## src/rtl/mnist_pkg.sv

```systemverilog
// mnist_pkg: shared feature type and helpers for the MNIST pipeline stages.
// No ports; provides feature_type and feature_max (signed max of two features).
package mnist_pkg;

    localparam int FEATURE_WIDTH = 8;

    typedef logic signed [FEATURE_WIDTH-1:0] feature_type;

    function automatic feature_type feature_max(feature_type a, feature_type b);
        return (a > b) ? a : b;
    endfunction

endpackage

```

## src/rtl/feature_if.sv

```systemverilog
// feature_if: one-feature-per-beat valid/ready stream between pipeline stages.
// Signals: valid, ready, features[0]; producer drives valid/features, consumer drives ready.
interface feature_if;
    import mnist_pkg::*;

    logic        valid;
    logic        ready;
    feature_type features [1];

    modport producer (output valid, output features, input ready);
    modport consumer (input valid, input features, output ready);

endinterface

```

## src/rtl/pool_row_buffer.sv

```systemverilog
// pool_row_buffer: single-port RAM holding one half-width row of partial maxima.
// Ports: clock, i_we, i_addr, i_wdata (write), o_rdata (asynchronous read at i_addr).
module pool_row_buffer
    import mnist_pkg::*;
#(
    parameter int DEPTH = 14,
    localparam int AW   = (DEPTH > 1) ? $clog2(DEPTH) : 1
) (
    input  logic          clock,
    input  logic          i_we,
    input  logic [AW-1:0] i_addr,
    input  feature_type   i_wdata,
    output feature_type   o_rdata
);

    feature_type r_mem [DEPTH];

    // Contents need no reset: each entry is written on an even row first.
    always_ff @(posedge clock) begin
        if (i_we) begin
            r_mem[i_addr] <= i_wdata;
        end
    end

    assign o_rdata = r_mem[i_addr];

endmodule

```

## src/rtl/maxpool_2x2.sv

```systemverilog
// maxpool_2x2: streaming 2x2 stride-2 max pooling of raster-order feature images.
// Ports: clock, reset_n (async, active-low), features_in (consumer), features_out (producer).
module maxpool_2x2
    import mnist_pkg::*;
#(
    parameter int IMAGE_HEIGHT = 28,
    parameter int IMAGE_WIDTH  = 28,
    parameter int NUM_IMAGES   = 20
) (
    input logic         clock,
    input logic         reset_n,
    feature_if.consumer features_in,
    feature_if.producer features_out
);

    localparam int RW = (IMAGE_HEIGHT > 2) ? $clog2(IMAGE_HEIGHT) : 1;
    localparam int CW = (IMAGE_WIDTH > 2) ? $clog2(IMAGE_WIDTH) : 1;
    localparam int NW = (NUM_IMAGES > 1) ? $clog2(NUM_IMAGES) : 1;
    localparam int HW = IMAGE_WIDTH / 2;
    localparam int AW = (HW > 1) ? $clog2(HW) : 1;

    if ((IMAGE_HEIGHT % 2) != 0 || (IMAGE_WIDTH % 2) != 0 ||
        IMAGE_HEIGHT < 2 || IMAGE_WIDTH < 2) begin : g_bad_dims
        $error("maxpool_2x2: IMAGE_HEIGHT and IMAGE_WIDTH must be even and >= 2");
    end

    logic [RW-1:0] r_row;
    logic [CW-1:0] r_col;
    logic [NW-1:0] r_image_no;
    feature_type   r_hold;
    feature_type   r_out_data;
    logic          r_out_valid;

    logic          w_in_ready;
    logic          w_accept;
    logic          w_row_odd;
    logic          w_col_odd;
    logic          w_last_col;
    logic          w_last_row;
    logic          w_last_img;
    logic          w_complete;
    logic          w_rb_we;
    logic [AW-1:0] w_rb_addr;
    feature_type   w_x;
    feature_type   w_rb_rdata;
    feature_type   w_rb_wdata;

    // Only a full, non-draining output register can stall the input.
    assign w_in_ready = !r_out_valid || features_out.ready;
    assign w_accept   = features_in.valid && w_in_ready;
    assign w_x        = features_in.features[0];

    assign w_row_odd  = r_row[0];
    assign w_col_odd  = r_col[0];
    assign w_last_col = (r_col == CW'(IMAGE_WIDTH - 1));
    assign w_last_row = (r_row == RW'(IMAGE_HEIGHT - 1));
    assign w_last_img = (r_image_no == NW'(NUM_IMAGES - 1));
    assign w_complete = w_accept && w_row_odd && w_col_odd;

    assign w_rb_we    = w_accept && !w_row_odd && w_col_odd;
    assign w_rb_addr  = AW'(r_col >> 1);
    assign w_rb_wdata = feature_max(r_hold, w_x);

    pool_row_buffer #(
        .DEPTH (HW)
    ) u_row_buffer (
        .clock   (clock),
        .i_we    (w_rb_we),
        .i_addr  (w_rb_addr),
        .i_wdata (w_rb_wdata),
        .o_rdata (w_rb_rdata)
    );

    always_ff @(posedge clock or negedge reset_n) begin
        if (!reset_n) begin
            r_row      <= '0;
            r_col      <= '0;
            r_image_no <= '0;
        end else if (w_accept) begin
            if (w_last_col) begin
                r_col <= '0;
                if (w_last_row) begin
                    r_row      <= '0;
                    r_image_no <= w_last_img ? '0 : r_image_no + NW'(1);
                end else begin
                    r_row <= r_row + RW'(1);
                end
            end else begin
                r_col <= r_col + CW'(1);
            end
        end
    end

    // Even column: start a window pair (even row) or fold in the buffered
    // upper-row maximum (odd row).
    always_ff @(posedge clock or negedge reset_n) begin
        if (!reset_n) begin
            r_hold <= '0;
        end else if (w_accept && !w_col_odd) begin
            r_hold <= w_row_odd ? feature_max(w_rb_rdata, w_x) : w_x;
        end
    end

    // A new result may load in the same cycle the old one drains.
    always_ff @(posedge clock or negedge reset_n) begin
        if (!reset_n) begin
            r_out_valid <= 1'b0;
            r_out_data  <= '0;
        end else if (w_complete) begin
            r_out_valid <= 1'b1;
            r_out_data  <= feature_max(r_hold, w_x);
        end else if (features_out.ready) begin
            r_out_valid <= 1'b0;
        end
    end

    assign features_in.ready       = w_in_ready;
    assign features_out.valid      = r_out_valid;
    assign features_out.features[0] = r_out_data;

endmodule

```

## src/flat_wrapper.sv

```systemverilog
// flat-port wrapper written by rule: the top's interface ports become plain ports
module maxpool_2x2_flat import mnist_pkg::*;
#(
    parameter int IMAGE_HEIGHT = 28,
    parameter int IMAGE_WIDTH  = 28,
    parameter int NUM_IMAGES   = 20
)
  (clock, reset_n, features_in_valid, features_in_features, features_in_ready, features_out_valid, features_out_features, features_out_ready);
  feature_if features_in_i ();
  feature_if features_out_i ();
  input logic clock;
  input logic reset_n;
  input wire logic [$bits(features_in_i.valid)-1:0] features_in_valid;
  input wire logic [$bits(features_in_i.features)-1:0] features_in_features;
  output wire logic [$bits(features_in_i.ready)-1:0] features_in_ready;
  output wire logic [$bits(features_out_i.valid)-1:0] features_out_valid;
  output wire logic [$bits(features_out_i.features)-1:0] features_out_features;
  input wire logic [$bits(features_out_i.ready)-1:0] features_out_ready;
  assign features_in_i.valid = features_in_valid;
  assign features_in_i.features = {>>{features_in_features}};
  assign features_in_ready = features_in_i.ready;
  assign features_out_valid = features_out_i.valid;
  assign features_out_features = {>>{features_out_i.features}};
  assign features_out_i.ready = features_out_ready;
  maxpool_2x2 #(.IMAGE_HEIGHT(IMAGE_HEIGHT), .IMAGE_WIDTH(IMAGE_WIDTH), .NUM_IMAGES(NUM_IMAGES)) u_core (.clock(clock), .reset_n(reset_n), .features_in(features_in_i), .features_out(features_out_i));
endmodule
```

## config.mk

```make
export PLATFORM = sky130hd
export DESIGN_NAME = maxpool_2x2_flat
export DESIGN_NICKNAME = d
export VERILOG_FILES = /design/src/rtl/mnist_pkg.sv /design/src/rtl/feature_if.sv /design/src/rtl/pool_row_buffer.sv /design/src/rtl/maxpool_2x2.sv /design/src/flat_wrapper.sv
export SDC_FILE = /design/constraint.sdc
export NUM_CORES = 1
export LEC_CHECK = 0
export BUFFER_PORTS_ARGS = -buffer_cell sky130_fd_sc_hd__buf_2
export CORE_UTILIZATION = 30
export CTS_CLUSTER_SIZE = 24
export DETAILED_ROUTE_END_ITERATION = 8
export SLEW_MARGIN = 15
export SYNTH_ARGS = -nofsm -noshare
export SYNTH_HDL_FRONTEND = slang
export SYNTH_SLANG_ARGS = --single-unit
export TNS_END_PERCENT = 100
```

## constraint.sdc

```tcl
create_clock -name clock -period 3.11 [get_ports clock]
set_clock_uncertainty 0.2 [all_clocks]
set_input_delay 0.4665 -clock clock [delete_from_list [all_inputs] [get_ports clock]]
set_output_delay 0.4665 -clock clock [all_outputs]
set_load 0.02 [all_outputs]
```

======== Word level (Yosys, flattened, before mapping) ========
Memories as Yosys holds them, arrays and structs flattened.
Cells that the tools add are included.
word-level totals
  output and inout bits ................... 10
  memory bits (writable) .................. 112
  memories ................................ 1
  flip-flop bits (word level) ............. 27
  logic and storage cells ................. 33
  bits of input ports ..................... 12
memory list
  memory                     words  bits a word  read ports  clocked after Yosys merged registers in  write ports  RTL line               RTL
  u_core.u_row_buffer.r_mem  14     8            1           0                                        1            pool_row_buffer.sv:16  feature_type r_mem [DEPTH];
cells by class
  $lt $le $gt $ge ......................... 2
  add/subtract/negate cells ............... 2
  muxes and demuxes ....................... 9
  reductions and logical operators ........ 12
  eq/ne operators ......................... 2
operator list
  kind                 number
  $mux 8               3
  $gt 8x8->1           2
  $add 5x1->5 const B  2
  $eq 5x5->1 const B   2
  $mux 5               2
  $logic_and 1x1->1    6
  $mux 1               4
  $logic_not 1->1      3
  $reduce_and 2->1     1
  $reduce_bool 2->1    1
  $logic_or 1x1->1     1

======== Longest topological paths before layout ========
  word-level depth ........................ 7
  mapped depth ............................ 12

======== Cells and area by module ========
Synthesis repeated with hierarchy kept, for this count alone.
second synthesis, totals
  cell total of the unflattened synthesis .. 415
  area total of the unflattened synthesis .. 6241.0 um^2
by module, submodules not included
  module           times used  area an instance (um^2)  cells an instance  sequential area each (um^2)
  pool_row_buffer  1           4346.7                   202                3363.2
  maxpool_2x2      1           1894.3                   213                675.6

======== Worst setup path after synthesis ========
OpenSTA, ideal clock, no wires.
  kind .................................... register to register
  start ................................... register u_core.r_col[1]
  end ..................................... register u_core.r_hold[5]
  data required time ...................... 2.839 ns
  clock period less this slack ............ 3.226 ns
  arrival time ............................ 2.955 ns
  path slack .............................. -0.116 ns
  stages on the path, launching flop included .. 13
  cells stage by stage .................... dfrtp_1 > buf_6 > buf_6 > mux2i_1 > o22ai_1 > or4_4 > ha_1 > a21o_1 > a2111oi_4 > nand3_2 > buf_6 > a211o_1 > nand3_1
on the way
  word-level cells in the longest chain between the ends .. 4
ends and longest elaborated chain
  what                    RTL line            RTL
  start, declared         maxpool_2x2.sv:28   logic [CW-1:0] r_col;
  start signal, assigned  maxpool_2x2.sv:89   r_col <= r_col + CW'(1);
  $mem_v2 14x8 *          n/a
  $gt 8x8->1              mnist_pkg.sv:10     return (a > b) ? a : b;
  $mux 8 *                mnist_pkg.sv:10
  $mux 8 *                maxpool_2x2.sv:100  r_hold <= w_row_odd ? feature_max(w_rb_rdata, w_x) : w_x;
  end signal, assigned    maxpool_2x2.sv:100
  end, declared           maxpool_2x2.sv:30   feature_type r_hold;
Mark *: on every way between the ends. The rest lies on a longest branch, timed or not.
A chain may end at the register's enable or synchronous reset.

======== Worst setup path in the final report ========
  start ................................... register u_core.r_col[1]
  end ..................................... register u_core.r_hold[6]
The elaborated chain is that of the path after synthesis.

==> flow_summary.json <==
{
  "synth_cell_types": 44,
  "status": "finished with violations",
  "vias": 3914,
  "remaining_drc_errors": 0,
  "io_pins": 22,
  "vdd_drop_max_v": 0.0007550,
  "yosys.area.top_type": "edfxtp_1",
  "max_freq_ghz": 0.2976,
  "synth.avg_cell_area_sq_um": 14.68,
  "final_max_slew_viol_count": 0,
  "synthFlopType": "edfxtp_1",
  "grt_max_degree": 28,
  "grt_overflow": 0,
  "setup_viol": 8,
  "finalHoldViolations": 0,
  "hp-class": "in2reg",
  "power_density_mw_per_mm2": 1082,
  "synth_warnings": 0,
  "seq_area_sq_mm": 0.004040,
  "yosys-top-cells-area": "edfxtp_1, dfrtp_1, mux2i_1",
  "clock_latency_ps": 420,
  "synthCells": 428,
  "cts.sinks": 139,
  "synth_top_cell_area_share": 0.5352,
  "synth_top_family_by_area": "multiplexers",
  "grt_usage": 0.1427,
  "core_sq_mm": 0.02036,
  "grt_pass1_vias": 3948,
  "dieArea_sq_mm": 0.02153,
  "cp-end-kind": "register",
  "ys_async_sr_fraction": 0.1942,
  "power_leakage_nw": 3.091,
  "crit_required_ps": 3260,
  "area_growth_syn_to_layout_pct": 27.90,
  "period_needed_ps": 3360,
  "cts_tree": "built",
  "synth_fp_nets": 458,
  "vias_per_cell": 4.880,
  "violations": "setup timing",
  "max_cap_viol_count": 0,
  "period_share": 1.081,
  "dieHeight_microns": 146.7,
  "crit_path_max_fanout": 10,
  "synthSimpleGateAreaFrac": 0.09857,
  "total_power_mw": 8.695,
  "cts_htree_levels": 4,
  "synth_compound_area_frac": 0.06491,
  "synth_mux_area_frac": 0.1256,
  "cts_buffer_depth": 2,
  "drt_pass1_iterations": 4,
  "placementRows": 52,
  "final_cell_area_sq_mm": 0.008036,
  "synth-seq-cells": 139,
  "rsz0062_at_grt": "true",
  "relSlewSlack": 0.2489,
  "routed_wl_microns": 14400,
  "cp-start-kind": "register",
  "synth_edf_count": 112,
  "synth_fa_ha_area_frac": 0.03584,
  "cts-root-buf": "clkbuf_16",
  "drive_gt1_frac": 0.3308,
  "wl_per_cell_microns": 17.95,
  "worst_ep_arrival_time_ps": 3510,
  "ys_seq_area_frac": 0.6428,
  "antenna_cells": 0,
  "path_clk_slew_ps": 60,
  "tightest_slew_ps": 1118,
  "finalNetCount": 549,
  "antenna_left": 0,
  "start_util": 0.3086,
  "grt_pass1_wl_microns": 22770,
  "dieWidth_microns": 146.7,
  "critPathKind": "reg2reg",
  "synthXorXnorAreaFrac": 0.001394,
  "placed_cell_area_sq_mm": 0.007013,
  "first_iter_violations": 248,
  "netlist_area_sq_mm": 0.006284,
  "fill_cells": 1870,
  "setup_slack_ps": -250.4,
  "io_buffers": 21,
  "dpl.hpwl_microns": 9496,
  "grt_antenna_before_repair": 0,
  "cts_buffers": 17,
  "multi_input_area_sq_mm": 0.002233,
  "routabilityCongestion": 0.8215
}
[worst max-delay path, cell delays in order, from the launching register on]
cell	delay, ps
dfrtp_2	430
buf_6	140
buf_12	150
buf_12	140
mux2i_1	140
o22ai_1	120
or4_4	590
ha_4	300
inv_1	60
a2111oi_4	240
buf_4	190
a21oi_4	80
buf_6	140
a211o_1	290
nand3_1	80
[timing repair]
action	CTS	global route
pin swaps	18	2
hold buffers	1	0
setup buffers	14	4
cloned	3	0
hold endpoints to repair	27	0
resized for setup	27	11
endpoints found under the setup margin	8	8
[per-layer routing]
metal / track usage / part of all wire / routed length, microns
met5: 0 / 0 / 0
met4: 0.06667 / 0.024 / 342
met3: 0.03416 / 0.037 / 529
met2: 0.2261 / 0.49 / 7029
met1: 0.1843 / 0.45 / 6494
[path summary, 6_finish.rpt]
check                                                       startpoint                                     endpoint  slack [ps]  cells after the start
max                                        u_core.r_col[1]$_DFFE_PN0P_                 u_core.r_hold[6]$_DFFE_PN0P_        -250                     14
max reg2reg                                u_core.r_col[1]$_DFFE_PN0P_                 u_core.r_hold[6]$_DFFE_PN0P_        -250                     14
min reg2reg                u_core.features_out.features[6]$_DFFE_PN0P_  u_core.features_out.features[6]$_DFFE_PN0P_         310                      1
max in group asynchronous                                      reset_n                  u_core.r_col[1]$_DFFE_PN0P_        1850                      2
min in group asynchronous                                      reset_n                  u_core.r_row[1]$_DFFE_PN0P_         400                      2
min                                            features_in_features[0]                 u_core.r_hold[0]$_DFFE_PN0P_         240                      3
[logic make-up (layout without fill, tap and decap cells)]
group | count (synthesis) | after routing
compound gates | 53 | 53
xor+xnor | 1 | 1
fa+ha+maj | 18 | 18
buf+inv | 33 | 136
flops | 139 | 139
mux | 76 | 76
simple gates | 108 | 109
[registers in the layout (all words and copies together) (netlist names)]
name,flops
u_core.u_row_buffer.r_mem,112
u_core.features_out.features,8
u_core.r_hold,8
u_core.r_col,5
u_core.r_row,5
u_core.features_out.valid,1
[layout by cell type, fill, tap and decap left out, types with 4 or more instances in the layout]
| cell type | netlist | final |
|---|---|---|
| o22ai_1 | 21 | 18 |
| nand2_1 | 18 | 18 |
| a21oi_1 | 6 | 5 |
| ha_4 | 0 | 6 |
| nor3_1 | 13 | 13 |
| clkbuf_16 | 0 | 17 |
| buf_6 | 7 | 9 |
| buf_4 | 4 | 52 |
| buf_12 | 0 | 5 |
| a211o_1 | 7 | 7 |
| nand4_1 | 12 | 12 |
| inv_1 | 13 | 13 |
| mux2i_1 | 56 | 51 |
| edfxtp_1 | 112 | 112 |
| ha_1 | 18 | 12 |
| dfrtp_1 | 27 | 26 |
| o21ai_0 | 6 | 6 |
| or3_1 | 4 | 4 |
| o22ai_2 | 1 | 4 |
| mux2_2 | 19 | 19 |
| or4_4 | 7 | 7 |
| nor2_1 | 19 | 19 |
| nand3_1 | 15 | 14 |
| buf_2 | 2 | 21 |
[report_power, final]
part	internal (mW)	switching [mW]	total [mW]
combinational	1.88	2.07	3.95
clock	1.27	0.781	2.05
sequential	2.55	0.151	2.70
total	5.70	3.00	8.70
[Yosys cell counts (12+ instances only)]
master / count
nor3_1: 13
inv_1: 13
nand3_1: 15
mux2i_1: 56
dfrtp_1: 27
mux2_2: 19
nand2_1: 18
ha_1: 18
nand4_1: 12
edfxtp_1: 112
o22ai_1: 21
nor2_1: 19
[through the flow]
step / worst slack (ps) / util / instances / hold slack (ps) / setup TNS, ps
final: -250.4 / 0.3946 / 802 / 239.0 / -1747
after global routing: -330.2 / 0.3946 / 802 / 223.6 / -2509
after CTS: -172.5 / 0.3906 / 798 / 221.6 / -1204
after detailed placement: -203.5 / 0.3444 / 748 / 292.3 / -1389
after global placement: -171.3 / 0.3444 / 748 / 285.6 / -1188
after floorplan: 6.529 / - / 428 / -29.09 / 0
[cell type report]
class / instances / share of cell area
flip-flops and latches: 139 / 0.5027
multi-input cells: 257 / 0.2779
repair buffers: 91 / 0.09668
clock buffers: 19 / 0.05387
well taps: 270 / 0.04204
clock inverters: 13 / 0.02071
inverters: 13 / 0.006072
No activity file was read; power rests on OpenSTA's default activity.
